File: src/rtl/fifo_ctrl_pkg.sv
// Shared definitions for the FIFO pointer/status controller.
//   DEF_ADDR_WIDTH / DEPTH : default geometry of the register file
//   op_e                   : operation code formed from {do_rd, do_wr}
//   fifo_depth()           : entries for a given address width
package fifo_ctrl_pkg;

  localparam int unsigned DEF_ADDR_WIDTH = 2;
  localparam int unsigned DEPTH          = 2 ** DEF_ADDR_WIDTH;

  typedef enum logic [1:0] {
    OP_NONE = 2'b00,
    OP_WR   = 2'b01,
    OP_RD   = 2'b10,
    OP_RW   = 2'b11
  } op_e;

  function automatic int unsigned fifo_depth(input int unsigned aw);
    return 32'd1 << aw;
  endfunction

endpackage

File: src/rtl/fifo_flag_gen.sv
// Registered status flags for the FIFO controller, derived from the
// occupancy the controller will hold after the current edge.
//   clk, reset        : clock, asynchronous active-high reset
//   count_next        : occupancy after this edge (0..2**ADDR_WIDTH)
//   full, empty       : occupancy at capacity / zero
//   almost_full       : occupancy >= AF_LEVEL
//   almost_empty      : occupancy <= AE_LEVEL
module fifo_flag_gen
  import fifo_ctrl_pkg::*;
#(
  parameter int unsigned ADDR_WIDTH = 2,
  parameter int unsigned AF_LEVEL   = 3,
  parameter int unsigned AE_LEVEL   = 1
) (
  input  logic                  clk,
  input  logic                  reset,
  input  logic [ADDR_WIDTH:0]   count_next,
  output logic                  full,
  output logic                  empty,
  output logic                  almost_full,
  output logic                  almost_empty
);

  localparam int unsigned CW = ADDR_WIDTH + 1;
  localparam logic [ADDR_WIDTH:0] DEPTH_C = CW'(fifo_depth(ADDR_WIDTH));
  localparam logic [ADDR_WIDTH:0] AF_C    = CW'(AF_LEVEL);
  localparam logic [ADDR_WIDTH:0] AE_C    = CW'(AE_LEVEL);
  localparam logic                AF_RST  = (AF_LEVEL == 0);

  always_ff @(posedge clk or posedge reset) begin
    if (reset) begin
      full         <= 1'b0;
      empty        <= 1'b1;
      almost_full  <= AF_RST;
      almost_empty <= 1'b1;
    end else begin
      full         <= (count_next == DEPTH_C);
      empty        <= (count_next == '0);
      almost_full  <= (count_next >= AF_C);
      almost_empty <= (count_next <= AE_C);
    end
  end

endmodule

File: src/rtl/fifo_ctrl.sv
// Pointer and status controller for a FIFO built on a 2**ADDR_WIDTH-entry
// register file with an asynchronous read port.
//   clk, reset   : clock, asynchronous active-high reset
//   wr, rd       : push / pop requests
//   clr_err      : clears sticky overflow / underflow
//   wr_en        : register-file write enable (wr & ~full)
//   w_addr       : write pointer
//   r_addr       : read pointer
//   full, empty, almost_full, almost_empty : registered status flags
//   count        : occupancy 0..2**ADDR_WIDTH
//   overflow     : sticky, push requested while full
//   underflow    : sticky, pop requested while empty
module fifo_ctrl
  import fifo_ctrl_pkg::*;
#(
  parameter int unsigned ADDR_WIDTH = 2,
  parameter int unsigned AF_LEVEL   = 3,
  parameter int unsigned AE_LEVEL   = 1
) (
  input  logic                  clk,
  input  logic                  reset,
  input  logic                  wr,
  input  logic                  rd,
  input  logic                  clr_err,
  output logic                  wr_en,
  output logic [ADDR_WIDTH-1:0] w_addr,
  output logic [ADDR_WIDTH-1:0] r_addr,
  output logic                  full,
  output logic                  empty,
  output logic                  almost_full,
  output logic                  almost_empty,
  output logic [ADDR_WIDTH:0]   count,
  output logic                  overflow,
  output logic                  underflow
);

  localparam int unsigned CW = ADDR_WIDTH + 1;
  localparam int unsigned AW = ADDR_WIDTH;

  logic                do_wr;
  logic                do_rd;
  op_e                 op;
  logic [ADDR_WIDTH:0] count_next;

  // Requests are qualified by the registered flags, so count can never
  // step past DEPTH or below zero.
  assign do_wr = wr & ~full;
  assign do_rd = rd & ~empty;
  assign wr_en = do_wr;

  always_comb begin
    op         = op_e'({do_rd, do_wr});
    count_next = count;
    case (op)
      OP_WR:   count_next = count + CW'(1);
      OP_RD:   count_next = count - CW'(1);
      default: count_next = count;
    endcase
  end

  always_ff @(posedge clk or posedge reset) begin
    if (reset) begin
      w_addr <= '0;
      r_addr <= '0;
      count  <= '0;
    end else begin
      if (do_wr) w_addr <= w_addr + AW'(1);
      if (do_rd) r_addr <= r_addr + AW'(1);
      count <= count_next;
    end
  end

  // Set has priority over clear when both land on the same edge.
  always_ff @(posedge clk or posedge reset) begin
    if (reset) begin
      overflow  <= 1'b0;
      underflow <= 1'b0;
    end else begin
      if (wr & full)       overflow <= 1'b1;
      else if (clr_err)    overflow <= 1'b0;
      if (rd & empty)      underflow <= 1'b1;
      else if (clr_err)    underflow <= 1'b0;
    end
  end

  fifo_flag_gen #(
    .ADDR_WIDTH (ADDR_WIDTH),
    .AF_LEVEL   (AF_LEVEL),
    .AE_LEVEL   (AE_LEVEL)
  ) u_flags (
    .clk          (clk),
    .reset        (reset),
    .count_next   (count_next),
    .full         (full),
    .empty        (empty),
    .almost_full  (almost_full),
    .almost_empty (almost_empty)
  );

endmodule

File: config.mk
export PLATFORM = sky130hd
export DESIGN_NAME = fifo_ctrl
export DESIGN_NICKNAME = d
export VERILOG_FILES = /design/src/rtl/fifo_ctrl_pkg.sv /design/src/rtl/fifo_flag_gen.sv /design/src/rtl/fifo_ctrl.sv
export SDC_FILE = /design/constraint.sdc
export NUM_CORES = 1
export LEC_CHECK = 0
export ABC_AREA = 1
export BUFFER_PORTS_ARGS = -buffer_cell sky130_fd_sc_hd__buf_2
export CORE_MARGIN = 2
export CORE_UTILIZATION = 41
export CTS_CLUSTER_SIZE = 20
export DETAILED_ROUTE_END_ITERATION = 12
export PLACE_DENSITY = 0.7
export SLEW_MARGIN = 10
export SYNTH_ARGS = -nofsm -noshare
export SYNTH_HDL_FRONTEND = slang
export SYNTH_SLANG_ARGS = --single-unit
File: constraint.sdc
create_clock -name clk -period 1.8 [get_ports clk]
set_clock_uncertainty 0.1 [all_clocks]
set_input_delay 0.36 -clock clk [delete_from_list [all_inputs] [get_ports clk]]
set_output_delay 0.36 -clock clk [all_outputs]
set_load 0.1 [all_outputs]
==> impl_metrics.tcl <==
set metrics [dict create \
    maxCapViolations 0 \
    drc 0 \
    top_regs "count x3, r_addr x2, w_addr x2" \
    synth_area_um2 560.5 \
    drive_above_1_share_pct 46.43 \
    grt_pass1_wl_um 1669 \
    synthTopCellsByArea "dfrtp_1 49%, dfstp_2 9.4%, inv_1 8.0%" \
    clk_latency_ns 0.27 \
    cp_common_cell "inv_2" \
    wire_per_inst_um 10.67 \
    ant_nets 0 \
    cp_data_arrival_time_ns 1.93 \
    grt_overflow 0 \
    io_buffers 18 \
    htree_levels 1 \
    path_cells "nor2_4 -> inv_2 -> ha_4 -> fa_2 -> inv_2 -> o21ai_4 -> inv_1 -> nand2_1 -> a21oi_1" \
    vias 442 \
    clock.fmax_mhz 535.1 \
    critPathRequiredTime_ns 1.86 \
    ys_ff_latch 13 \
    critPathKind "flop to flop" \
    syn-num-nets 62 \
    tritoncts "yes" \
    synth-edff-count 0 \
    slowest_delay_ns 0.52 \
    tightest_slew_ns 0.4752 \
    synth_most_common_cell "inv_1" \
    num_rows 13 \
    clock_sink_count 13 \
    min_path_type "input port to flop" \
    grt_pass1_vias 414 \
    setup_slack_ns -0.06883 \
    grt_max_degree 14 \
    ys_top_cells_by_count "12 x inv_1, 11 x dfrtp_1, 11 x nand2_1" \
    initial_core_util_pct 43.62 \
    synth_top_cell_area_share_pct 49.11 \
    relSlewSlack_pct 68.28 \
    start_kind "flop" \
    die_width_um 40.98 \
    drv_slew 0 \
    clockBufferDepth 2 \
    status "finished with violations" \
    fin_nets 92 \
    cp_max_fo 3 \
    place_hpwl_um 858.4 \
    drt_wl_total_um 1056 \
    yosys_warnings 0 \
    gr-usage-met2_pct 28.91 \
    vias_per_cell 4.465 \
    largest_reg_flops 3 \
    slowest_stage "fa_2" \
    track_usage_pct 16.51 \
    synthDistinctLibCells 14 \
    yosysSeqAreaShare_pct 58.48 \
    hold_viol 0 \
    place_congestion 0.6890 \
    num_antenna_cells 0 \
    cts-root-buf "clkbuf_4" \
    drtIter0Drc 5 \
    top_usage_layer "met2" \
    whs_ns 0.2070 \
    use_met1_pct 17.01 \
    postSynthAreaPerCell_um2 10.19 \
    setup-violations-final 4 \
    yosys.area.top_type "dfrtp_1" \
    synthCells 55 \
    grt_util_met3_pct 3.261 \
    violations "setup timing" \
    die_h_um 40.98 \
    dr.pass1.iters 2 \
    period_needed_ns 1.869 \
    grt_antenna_before_repair 0 \
    path_clk_slew_ns 0.08 \
    dieArea_mm2 0.001679 \
    synthArstFlopShare_pct 100.0 \
    period_share_pct 103.8 \
    area_growth_pct 46.21 \
    top_register "count" \
    core_area_mm2 0.001285 \
    cts_buffers 3 \
    ys.flop_type "dfrtp_1" \
    num_io_pins 19 \
    grt_setup_unrepaired "yes" \
    endpoint_kind "flop" \
]
## per-layer routing
metal  up-vias  part of all wire, %
li1        221                    -
met1       207                   40
met2        14                   53
met3         0                  6.7
met4         0                    0
met5         -                    0
## worst max-delay path, delay by kind of cell, from the launching register on
| family | cells | cell delay [ns] |
|---|---|---|
| AOI/OAI and AO/OA | 2 | 0.19 |
| adders and majority gates | 2 | 0.67 |
| buffers and inverters | 3 | 0.15 |
| DFF | 1 | 0.49 |
| and+or+nand+nor | 2 | 0.17 |
## final cells by class
cell class              instances  area [µm²]
fillers                       116       465.4
flip-flops and latches         13       331.6
multi-input cells              30       222.7
repair buffers                 25       175.2
inverters                      12       45.04
clock buffers                   4       26.28
well taps                      15       18.77
## metrics by stage
stage	utilization [%]	worst slack (ns)	TNS, ns	cells	instance area [µm²]
2_1_floorplan	-	-0.6949	-3.852	55	584.3
3_3_place_gp	59.20	-0.07990	-0.1693	93	760.7
3_5_place_dp	59.20	-0.1107	-0.3123	93	760.7
4_1_cts	62.22	-0.07349	-0.1403	98	799.5
5_1_grt	63.78	-0.1424	-0.4935	99	819.5
6_report	63.78	-0.06883	-0.1210	99	819.5
## cell usage in the layout (no fill, tap or decap)
| cell | synthesis | routed |
|---|---|---|
| clkbuf_1 | 0 | 1 |
| dlygate4sd3_1 | 0 | 1 |
| a21oi_1 | 1 | 1 |
| nor2_1 | 4 | 2 |
| fa_2 | 0 | 1 |
| nand2_2 | 0 | 1 |
| clkbuf_4 | 0 | 3 |
| nand4_2 | 1 | 1 |
| inv_2 | 0 | 2 |
| o21ai_4 | 0 | 1 |
| nand3_1 | 2 | 2 |
| nand2_1 | 11 | 10 |
| dfrtp_1 | 11 | 10 |
| xor2_1 | 3 | 3 |
| xnor2_1 | 3 | 3 |
| buf_2 | 0 | 16 |
| o21ai_0 | 2 | 2 |
| ha_4 | 0 | 1 |
| buf_12 | 0 | 2 |
| dfrtp_4 | 0 | 1 |
| nor2_2 | 0 | 1 |
| dfstp_2 | 2 | 2 |
| inv_1 | 12 | 10 |
| buf_4 | 0 | 6 |
| nor2_4 | 0 | 1 |
## worst paths after layout
path	start	endpoint	slack [ns]	cells past startpoint
setup / recovery	u_flags.full	u_flags.full	-0.07	9
hold / removal	clr_err	underflow	0.21	2
setup reg to reg	u_flags.full	u_flags.full	-0.07	9
hold reg to reg	w_addr[1]	w_addr[1]	0.38	1
max in group asynchronous	reset	u_flags.full	0.69	3
min in group asynchronous	reset	underflow	0.55	3
## logic make-up after synthesis
group                    share of synthesized area, %
AO/OA/AOI/OAI                                   4.241
XOR/XNOR                                        9.377
adder cells (fa/ha/maj)                         5.803
buffers and inverters                           8.035
flip-flops                                      58.48
AND/OR/NAND/NOR                                 14.06
## what timing repair did
item	in CTS	in global routing
resized for setup	1	4
endpoints found under the hold margin	11	0
pin swaps	2	0
hold buffers	1	0
setup endpoints to repair	4	6
buffers inserted	0	1
Power is left out: the tool's default activity adds up to more than one toggle a clock period on the data nets, which glitch-free logic cannot reach.
